File: src/rtl/motor_drive_pwm_if.sv
// motor_drive_pwm_if: command handshake carrying {direction, speed}.
// The commander is the master; the drive block is the slave.
interface motor_drive_pwm_if #(
  parameter int PWM_BITS = 8
);
  logic                cmd_valid;
  logic                cmd_ready;
  logic [2:0]          robot_direction;
  logic [PWM_BITS-1:0] speed;

  modport master (
    output cmd_valid,
    output robot_direction,
    output speed,
    input  cmd_ready
  );

  modport slave (
    input  cmd_valid,
    input  robot_direction,
    input  speed,
    output cmd_ready
  );
endinterface

File: src/rtl/motor_drive_pwm.sv
// motor_drive_pwm: dual L298N driver, ramped PWM with dead time on reversal.
// Define MOTOR_PWM_BRAKE_EN for an active brake during a stop's dead time.
module motor_drive_pwm #(
  parameter int PWM_BITS     = 8,
  parameter int PRESCALE     = 250,
  parameter int RAMP_STEP    = 16,
  parameter int DEAD_PERIODS = 4
) (
  input  logic             clock_in,
  input  logic             reset,
  motor_drive_pwm_if.slave cmd,
  output logic             motor_left_enable,
  output logic             motor_right_enable,
  output logic             motor_left_forward,
  output logic             motor_left_backward,
  output logic             motor_right_forward,
  output logic             motor_right_backward,
  output logic             busy
);
  localparam int PS_W = (PRESCALE > 1) ? $clog2(PRESCALE) : 1;
  localparam int DC_W = $clog2(DEAD_PERIODS + 1);
  localparam int DMAX = (2 ** PWM_BITS) - 1;
  localparam int STEP_I = (RAMP_STEP > DMAX) ? DMAX : RAMP_STEP;

  localparam logic [PS_W-1:0] PS_LAST = PS_W'(PRESCALE - 1);
  localparam logic [PWM_BITS-1:0] CNT_MAX =
    {{(PWM_BITS-1){1'b1}}, 1'b0};
  localparam logic [PWM_BITS:0] STEP = (PWM_BITS+1)'(STEP_I);
  localparam logic [DC_W-1:0] DEAD_LOAD = DC_W'(DEAD_PERIODS);
  localparam logic [DC_W-1:0] DEAD_ONE = DC_W'(1);

  typedef enum logic [1:0] {
    IDLE,
    RUN,
    RAMP_DOWN,
    DEAD
  } state_t;

  state_t              state;
  logic [PS_W-1:0]     ps_cnt;
  logic [PWM_BITS-1:0] pwm_cnt;
  logic [PWM_BITS-1:0] cur_duty;
  logic [PWM_BITS-1:0] target;
  logic [PWM_BITS-1:0] pend_speed;
  logic [2:0]          cur_dir;
  logic [2:0]          pend_dir;
  logic [DC_W-1:0]     dead_cnt;
  logic [3:0]          pins;

  logic                tick;
  logic                period_end;
  logic                accept;
  logic                drive_on;
  logic                brake_on;
  logic [2:0]          cmd_dir;
  logic [PWM_BITS:0]   diff;
  logic [PWM_BITS-1:0] duty_next;

  // Pin order {left fwd, left bwd, right fwd, right bwd}.
  function automatic logic [3:0] dir_pins(input logic [2:0] d);
    logic [3:0] p;
    p = 4'b0000;
    unique case (1'b1)
      d == 3'd1: p = 4'b1010;
      d == 3'd2: p = 4'b0101;
      d == 3'd3: p = 4'b0110;
      d == 3'd4: p = 4'b1001;
      default:   p = 4'b0000;
    endcase
    return p;
  endfunction

  assign tick       = (ps_cnt == PS_LAST);
  assign period_end = tick && (pwm_cnt == CNT_MAX);
  assign accept     = cmd.cmd_valid && cmd.cmd_ready;
  assign cmd_dir    = (cmd.robot_direction > 3'd4) ?
                      3'd0 : cmd.robot_direction;
  assign drive_on   = (state == RUN) || (state == RAMP_DOWN);

`ifdef MOTOR_PWM_BRAKE_EN
  assign brake_on = (state == DEAD) && (pend_dir == 3'd0);
`else
  assign brake_on = 1'b0;
`endif

  always_comb begin
    diff      = '0;
    duty_next = cur_duty;
    if (target > cur_duty) begin
      diff      = {1'b0, target} - {1'b0, cur_duty};
      duty_next = (diff > STEP) ?
                  cur_duty + STEP[PWM_BITS-1:0] : target;
    end else if (target < cur_duty) begin
      diff      = {1'b0, cur_duty} - {1'b0, target};
      duty_next = (diff > STEP) ?
                  cur_duty - STEP[PWM_BITS-1:0] : target;
    end
  end

  assign motor_left_forward   = pins[3];
  assign motor_left_backward  = pins[2];
  assign motor_right_forward  = pins[1];
  assign motor_right_backward = pins[0];

  always_ff @(posedge clock_in) begin
    if (reset) begin
      state              <= IDLE;
      ps_cnt             <= '0;
      pwm_cnt            <= '0;
      cur_duty           <= '0;
      target             <= '0;
      pend_speed         <= '0;
      cur_dir            <= '0;
      pend_dir           <= '0;
      dead_cnt           <= '0;
      pins               <= '0;
      motor_left_enable  <= 1'b0;
      motor_right_enable <= 1'b0;
      busy               <= 1'b0;
      cmd.cmd_ready      <= 1'b1;
    end else begin
      ps_cnt <= tick ? '0 : ps_cnt + 1'b1;
      if (tick)
        pwm_cnt <= (pwm_cnt == CNT_MAX) ? '0 : pwm_cnt + 1'b1;
      // Ramp uses the target held before this edge.
      if (period_end)
        cur_duty <= duty_next;
      motor_left_enable  <= (drive_on && (pwm_cnt < cur_duty))
                            || brake_on;
      motor_right_enable <= (drive_on && (pwm_cnt < cur_duty))
                            || brake_on;
      unique case (state)
        IDLE: begin
          if (accept && (cmd_dir != 3'd0)) begin
            pins    <= dir_pins(cmd_dir);
            target  <= cmd.speed;
            cur_dir <= cmd_dir;
            state   <= RUN;
          end
        end
        RUN: begin
          if (accept) begin
            if (cmd_dir == cur_dir) begin
              target <= cmd.speed;
            end else begin
              pend_dir      <= cmd_dir;
              pend_speed    <= cmd.speed;
              target        <= '0;
              busy          <= 1'b1;
              cmd.cmd_ready <= 1'b0;
              state         <= RAMP_DOWN;
            end
          end
        end
        RAMP_DOWN: begin
          if (period_end && (duty_next == '0)) begin
`ifdef MOTOR_PWM_BRAKE_EN
            pins <= (pend_dir == 3'd0) ? 4'b1111 : 4'b0000;
`else
            pins <= 4'b0000;
`endif
            dead_cnt <= DEAD_LOAD;
            state    <= DEAD;
          end
        end
        DEAD: begin
          if (period_end) begin
            if (dead_cnt == DEAD_ONE) begin
              busy          <= 1'b0;
              cmd.cmd_ready <= 1'b1;
              dead_cnt      <= '0;
              if (pend_dir == 3'd0) begin
                pins  <= 4'b0000;
                state <= IDLE;
              end else begin
                pins    <= dir_pins(pend_dir);
                target  <= pend_speed;
                cur_dir <= pend_dir;
                state   <= RUN;
              end
            end else begin
              dead_cnt <= dead_cnt - 1'b1;
            end
          end
        end
      endcase
    end
  end
endmodule
File: src/flat_wrapper.sv
// flat-port wrapper written by rule: the top's interface ports become plain ports
module motor_drive_pwm_flat 
#(
  parameter int PWM_BITS     = 8,
  parameter int PRESCALE     = 250,
  parameter int RAMP_STEP    = 16,
  parameter int DEAD_PERIODS = 4
)
  (clock_in, reset, motor_left_enable, motor_right_enable, motor_left_forward, motor_left_backward, motor_right_forward, motor_right_backward, busy, cmd_cmd_valid, cmd_robot_direction, cmd_speed, cmd_cmd_ready);
  motor_drive_pwm_if #(.PWM_BITS(PWM_BITS)) cmd_i ();
  input  logic clock_in;
  input  logic reset;
  output logic motor_left_enable;
  output logic motor_right_enable;
  output logic motor_left_forward;
  output logic motor_left_backward;
  output logic motor_right_forward;
  output logic motor_right_backward;
  output logic busy;
  input wire logic [$bits(cmd_i.cmd_valid)-1:0] cmd_cmd_valid;
  input wire logic [$bits(cmd_i.robot_direction)-1:0] cmd_robot_direction;
  input wire logic [$bits(cmd_i.speed)-1:0] cmd_speed;
  output wire logic [$bits(cmd_i.cmd_ready)-1:0] cmd_cmd_ready;
  assign cmd_i.cmd_valid = cmd_cmd_valid;
  assign cmd_i.robot_direction = cmd_robot_direction;
  assign cmd_i.speed = cmd_speed;
  assign cmd_cmd_ready = cmd_i.cmd_ready;
  motor_drive_pwm #(.PWM_BITS(PWM_BITS), .PRESCALE(PRESCALE), .RAMP_STEP(RAMP_STEP), .DEAD_PERIODS(DEAD_PERIODS)) u_core (.clock_in(clock_in), .reset(reset), .cmd(cmd_i), .motor_left_enable(motor_left_enable), .motor_right_enable(motor_right_enable), .motor_left_forward(motor_left_forward), .motor_left_backward(motor_left_backward), .motor_right_forward(motor_right_forward), .motor_right_backward(motor_right_backward), .busy(busy));
endmodule
File: config.mk
export PLATFORM = sky130hd
export DESIGN_NAME = motor_drive_pwm_flat
export DESIGN_NICKNAME = d
export VERILOG_FILES = /design/src/rtl/motor_drive_pwm_if.sv /design/src/rtl/motor_drive_pwm.sv /design/src/flat_wrapper.sv
export SDC_FILE = /design/constraint.sdc
export NUM_CORES = 1
export LEC_CHECK = 0
export ABC_AREA = 1
export ABC_CLOCK_PERIOD_IN_PS = 3000
export BUFFER_PORTS_ARGS = -buffer_cell sky130_fd_sc_hd__buf_2
export CAP_MARGIN = 20
export CORE_MARGIN = 4
export CORE_UTILIZATION = 62
export DETAILED_ROUTE_END_ITERATION = 16
export GPL_ROUTABILITY_DRIVEN = 0
export MAX_ROUTING_LAYER = met4
export PLACE_DENSITY_LB_ADDON = 0.08
export SYNTH_ARGS = -nofsm -noshare
export SYNTH_HDL_FRONTEND = slang
export SYNTH_SLANG_ARGS = --single-unit
File: constraint.sdc
create_clock -name clock_in -period 3 [get_ports clock_in]
set_input_delay 0.6 -clock clock_in [delete_from_list [all_inputs] [get_ports clock_in]]
set_output_delay 0.6 -clock clock_in [all_outputs]
set_load 0.02 [all_outputs]
==> results of run 1 <==
## flip-flops by register name, indices dropped and copies added (netlist names)
name	cells
u_core.cur_duty	8
u_core.pend_speed	8
u_core.ps_cnt	8
u_core.pwm_cnt	8
u_core.target	8
u_core.pins	4
u_core.cur_dir	3
u_core.dead_cnt	3
u_core.pend_dir	3
u_core.state	2
u_core.busy	1
u_core.cmd.cmd_ready	1
u_core.motor_left_enable	1
## synth_stat cells (9+ instances only)
cell                       instances
sky130_fd_sc_hd__a211oi_1          9
sky130_fd_sc_hd__a21oi_1          40
sky130_fd_sc_hd__dfxtp_1          58
sky130_fd_sc_hd__ha_1             35
sky130_fd_sc_hd__inv_1            97
sky130_fd_sc_hd__nand2_1         154
sky130_fd_sc_hd__nand3_1          44
sky130_fd_sc_hd__nand4_1          17
sky130_fd_sc_hd__nor2_1           70
sky130_fd_sc_hd__nor3_1           11
sky130_fd_sc_hd__o21ai_0          28
## logic make-up after synthesis
family          synth area share (%)
xor+xnor                        1.41
fa+ha+maj                       10.6
compound gates                  15.2
buf+inv                         11.2
flops                           26.8
simple gates                    34.9
## what timing repair did
item                                    in CTS  in global routing
setup buffers                                1                  3
endpoints found under the setup margin       9                  9
gates cloned                                 1                  0
resized for setup                            4                 48
pin swaps                                    2                 17
## metrics by stage
stage / std cells / setup TNS (ns) / area (um2) / worst slack [ns]
6_report: 795 / 0 / 5010 / 0.118
5_1_grt: 795 / -0.685 / 5010 / -0.104
4_1_cts: 792 / 0 / 4820 / 0.0147
3_5_place_dp: 774 / -0.363 / 4570 / -0.0621
3_3_place_gp: 774 / 0 / 4570 / 0.0366
2_1_floorplan: 659 / 0 / 4340 / 0.399
## critical path, cell delays in order, from the launching register on
cell and delay (ns):
sky130_fd_sc_hd__dfxtp_4 0.37, sky130_fd_sc_hd__inv_4 0.04, sky130_fd_sc_hd__ha_4 0.15, sky130_fd_sc_hd__fa_2 0.54, sky130_fd_sc_hd__nand3_2 0.06, sky130_fd_sc_hd__nor2_2 0.13, sky130_fd_sc_hd__nand3_2 0.12, sky130_fd_sc_hd__a21oi_4 0.19
sky130_fd_sc_hd__nand3_4 0.16, sky130_fd_sc_hd__nand2_1 0.10, sky130_fd_sc_hd__nand3_1 0.08, sky130_fd_sc_hd__nand2_1 0.11, sky130_fd_sc_hd__nand3_2 0.08, sky130_fd_sc_hd__nor2_2 0.12, sky130_fd_sc_hd__nand2_2 0.11, sky130_fd_sc_hd__nand2_4 0.14
sky130_fd_sc_hd__nand3_4 0.10, sky130_fd_sc_hd__nor2_1 0.12, sky130_fd_sc_hd__nor2_1 0.06
## layer usage
| layer | wire length (um) | GRT usage (%) | vias up |
|---|---|---|---|
| li1 | - | - | 2223 |
| met1 | 4800 | 33.4 | 1993 |
| met2 | 5300 | 43.0 | 142 |
| met3 | 536 | 5.91 | 31 |
| met4 | 471 | 13.2 | 0 |
| met5 | 0 | - | - |
## where the power goes
group          internal [uW]  leakage, uW  switching [uW]
clock                    465     0.000105             334
sequential               935     0.000476             120
combinational           1330      0.00176            2570
## final timing paths
path / from / to / slack [ns] / depth (start not counted)
max: u_core.target[0] / u_core.dead_cnt[2] / 0.12 / 18
min: u_core.ps_cnt[0] / u_core.ps_cnt[0] / 0.47 / 1
max reg2reg: u_core.target[0] / u_core.dead_cnt[2] / 0.12 / 18
min reg2reg: u_core.ps_cnt[0] / u_core.ps_cnt[0] / 0.47 / 1
## final cells by class
| class | count | area, um2 |
|---|---|---|
| clock inverters | 7 | 93.8 |
| inverters | 107 | 409 |
| well taps | 96 | 120 |
| fillers | 540 | 1780 |
| repair buffers | 37 | 225 |
| flip-flops and latches | 58 | 1170 |
| multi-input cells | 481 | 2870 |
| clock buffers | 9 | 124 |
==> results_dict.tcl, run 1 <==
set metrics [dict create \
    outcome "completed" \
    routed_wirelength_mm 11.1 \
    ys.flop_type "sky130_fd_sc_hd__dfxtp_1" \
    timing_worst_slew_pin_value_ns 0.569 \
    worst_skew_pair.late_latency_ns 0.34 \
    finalSetupViolations 0 \
    postSynthRegisterBits 58 \
    ant_nets 0 \
    grt_pass1_wl_mm 18.1 \
    synth_cell_type_count 47 \
    drtIter0Drc 266 \
    power.leakage_uw 0.00234 \
    buffer_ports.inserted 21 \
    dieHeight_um 91.6 \
    holdBufCountCts 0 \
    placeableCoreArea_um2 6790 \
    die_x_um 91.6 \
    via_count 4389 \
    worst_path_arrival_time_ns 3.12 \
    powerDensity_nw_per_um2 1150 \
    io_pins 22 \
    maxClockFrequency_ghz 0.347 \
    critPathMaxFanout 10 \
    mostFrequentLayoutCells "sky130_fd_sc_hd__nand2_1, sky130_fd_sc_hd__inv_1, sky130_fd_sc_hd__nor2_1" \
    total_nets_after_synthesis 709 \
    cp.required_ns 3.24 \
    drt_drc_violations_left 0 \
    post_synth_inst_count 659 \
    end_kind "flip-flop" \
    synth_edf_count 0 \
    syn_area_um2 4340 \
    largest_net_degree_at_the_start_of_global_routing 23 \
    grt_remaining_overflow 0 \
    synth_sequential_area_ratio_pct 26.8 \
    firstDrtPassIters 7 \
    cts_tree "done" \
    cp-start-kind "flip-flop" \
    final_common_cell "sky130_fd_sc_hd__nand2_1" \
    cts-root-buf "sky130_fd_sc_hd__clkbuf_8" \
    ir_drop_uv 670 \
    period_minus_slack_ns 2.88 \
    drive_gt1_share_pct 18.9 \
    hold_slack_ns 0.465 \
    synth_area_per_cell_um2 6.58 \
    hold_path.class "flip-flop to flip-flop" \
    cts-buffers-inserted 9 \
    layout_worst_path_cycle_share_pct 96.1 \
    post-route-util_pct 73.8 \
    rsz_0062_raised_after_global_routing "yes" \
    timing.final.hold_violations 0 \
    antenna_found_initial 0 \
    netlist.area_leader.share_pct 26.8 \
    relSlewSlack_pct 61.8 \
    clock_tree.buffer_depth 2 \
    insertedDiodeCount 0 \
    via_count_of_the_first_global_routing_pass 3909 \
    detailed_place_hpwl_mm 8.39 \
    timing.setup.critical_path_class "flip-flop to flip-flop" \
    netlist_top_cells_area "sky130_fd_sc_hd__dfxtp_1, sky130_fd_sc_hd__nand2_1, sky130_fd_sc_hd__ha_1, sky130_fd_sc_hd__inv_1, sky130_fd_sc_hd__nor2_1" \
    core.rowCount 30 \
    cts.clk_slew.worst_paths_ns 0.07 \
    maxCapViolCount 0 \
    post_layout_nets 744 \
    post_drt_via_cell_ratio 5.52 \
    start_util_pct 63.8 \
    finalMaxSlewViolations 0 \
    synth_top_area_cell "sky130_fd_sc_hd__dfxtp_1" \
    totalPowerFinal_uw 5750 \
    average_detailed_routed_wire_length_per_instance_um 14.0 \
    h-tree-depth 3 \
    fin_skew_ns 0.00781 \
    ys.warnings.count 0 \
    die-area_um2 8400 \
    grt_util_all_layers_pct 27.4 \
    number_of_clock_sinks_seen_by_cts 58 \
    synth_async_sr_flop_share_pct 0 \
    areaGrowthSynthToFinish_pct 15.6 \
]
No activity file was read; power rests on OpenSTA's default activity.
==> run 2: changes to the inputs <==
- PLACE_DENSITY: unset -> 0.87
- PLACE_DENSITY_LB_ADDON: 0.08 -> unset
==> results_dict.tcl, run 2 (synthesis gave the netlist of run 1 again) <==
set metrics [dict create \
    start_util_pct 63.8 \
    postLayoutSetupSlackWorst_ns 0.0107 \
    cp.required_ns 3.27 \
    fin_skew_ns 0.00917 \
    end_kind "flip-flop" \
    r2r_end "u_core.state[1]" \
    cts-root-buf "sky130_fd_sc_hd__clkbuf_8" \
    gate_family_responsible_for_the_most_delay_along_the_worst_path "simple AND/OR/NAND/NOR gates" \
    buffer_ports.inserted 21 \
    timing_worst_slew_pin_value_ns 0.598 \
    period_minus_slack_ns 2.99 \
    timing.setup.critical_path_class "flip-flop to flip-flop" \
    crit_reg_reg_startpoint "u_core.target[0]" \
    grt_util_all_layers_pct 28.7 \
    netSwitchingPower_uw 3180 \
    finalMaxSlewViolations 0 \
    core.rowCount 30 \
    mostFrequentLayoutCells "sky130_fd_sc_hd__nand2_1, sky130_fd_sc_hd__inv_1, sky130_fd_sc_hd__nor2_1" \
    die-area_um2 8400 \
    routed_wirelength_mm 12.1 \
    worst_case_register_to_register_setup_slack_ns 0.01 \
    worst_skew_pair.late_latency_ns 0.34 \
    power.leakage_uw 0.00235 \
    detailed_place_hpwl_mm 8.51 \
    powerDensity_nw_per_um2 1190 \
    drtIter0Drc 519 \
    critical_path.slowest_cell "sky130_fd_sc_hd__fa_2" \
    timing.final.hold_violations 0 \
    relSlewSlack_pct 59.9 \
    number_of_clock_sinks_seen_by_cts 58 \
    clock_tree.buffer_depth 2 \
    largest_net_degree_at_the_start_of_global_routing 24 \
    grt_remaining_overflow 0 \
    maxCapViolCount 0 \
    timing.critical_path.slowest_cell_delay_ns 0.53 \
    drt_drc_violations_left 0 \
    crit_buf_inv 1 \
    antenna_found_initial 0 \
    worst_path_arrival_time_ns 3.26 \
    drive_gt1_share_pct 18.8 \
    switching_share_pct 53.0 \
    die_x_um 91.6 \
    hold_path.class "flip-flop to flip-flop" \
    ant_nets 0 \
    totalNegativeSetupSlack_ns 0 \
    post-route-util_pct 74.3 \
    firstDrtPassIters 8 \
    clkPwrFrac_pct 14.4 \
    hold_start "u_core.dead_cnt[1]" \
    detailedPlace.worstSlack_ns -0.0496 \
    worst_hold_path.num_cells 2 \
    via_count_of_the_first_global_routing_pass 4284 \
    dieHeight_um 91.6 \
    power.combinational.fraction_pct 67.9 \
    cp-start-kind "flip-flop" \
    critPathLaunch "u_core.target[0]" \
    areaGrowthSynthToFinish_pct 16.3 \
    maxClockFrequency_ghz 0.335 \
    average_detailed_routed_wire_length_per_instance_um 15.2 \
    final_common_cell "sky130_fd_sc_hd__nand2_1" \
    io_pins 22 \
    insertedDiodeCount 0 \
    via_count 4713 \
    cts.clk_slew.worst_paths_ns 0.07 \
    ir_drop_uv 730 \
    rsz_0062_raised_after_global_routing "yes" \
    layout_worst_path_cycle_share_pct 99.6 \
    placeableCoreArea_um2 6790 \
    outcome "completed" \
    r2r.worst_path.cells 19 \
    post_drt_via_cell_ratio 5.91 \
    cts-buffers-inserted 9 \
    min_to "u_core.dead_cnt[1]" \
    cts_tree "done" \
    finalSetupViolations 0 \
    critical_path.cell_chain "inv_4, ha_4, fa_2, nand3_2, nor2_2, nand3_2, a21oi_4, nand4_1, nand3_1, nand2_1, nor2_2, nand3_1, nor2_2, nand2_2, nand2_4, nand3_4, nand2_2, nand2_1, nor2_1" \
    share_seq_of_total_power_pct 17.7 \
    grt_pass1_wl_mm 19.2 \
    post_layout_nets 746 \
    critPathMaxFanout 5 \
    h-tree-depth 3 \
    cell_internal_pwr_uw 2830 \
    critical_path_most_common_cell "sky130_fd_sc_hd__nor2_2" \
]
[run 2: area by class of cell]
cell class | count | area (um2)
multi-input cells | 482 | 2880
fillers | 500 | 1750
flip-flops and latches | 58 | 1170
inverters | 107 | 407
repair buffers | 38 | 230
clock buffers | 11 | 131
well taps | 96 | 120
clock inverters | 5 | 103
[run 2: worst max-delay path by stage]
stage	end	cells past startpoint	slack, ns
2_1_floorplan	u_core.state[1]	18	0.40
3_3_place_gp	u_core.state[1]	19	0.06
3_5_place_dp	u_core.pins[0]	20	-0.05
4_1_cts	u_core.pins[0]	22	0.0005
5_1_grt	u_core.state[1]	22	-0.16
6_report	u_core.state[1]	19	0.01
[run 2: worst min-delay path: stages, from the launching register on]
cell	delay [ns]
sky130_fd_sc_hd__dfxtp_1	0.32
sky130_fd_sc_hd__nand2_2	0.06
sky130_fd_sc_hd__a21oi_2	0.04
[run 2: timing repair]
action                                 CTS  global route
setup buffers                            0             6
endpoints found under the hold margin    0             0
pin swaps                                0            26
setup endpoints to repair                9             9
resized for setup                        4            48
hold buffers                             0             0
cloned                                   0             2
[run 2: metrics by stage]
stage	std cells	hold WS, ns	total power [uW]	instance area, um2
2_1_floorplan	659	0.433	3840	4340
3_3_place_gp	773	0.447	4460	4570
3_5_place_dp	773	0.456	4580	4570
4_1_cts	789	0.466	5490	4810
5_1_grt	797	0.472	6460	5040
6_report	797	0.463	6010	5040
[run 2: routing by layer]
layer	routed length [um]	vias up	global-route usage, %
met5	0	-	-
met3	898	91	4.43
met2	5890	256	48.2
met1	4620	2134	32.6
met4	705	0	15.7
li1	-	2232	-
[run 2: power by group through the flow]
stage               registers [uW]  clock network [uW]  logic (uW)
floorplan                     1080                   0        2770
detailed placement            1060                   0        3520
CTS                           1050                 872        3560
global route                  1080                 908        4470
finish                        1060                 865        4080
global placement              1060                   0        3400
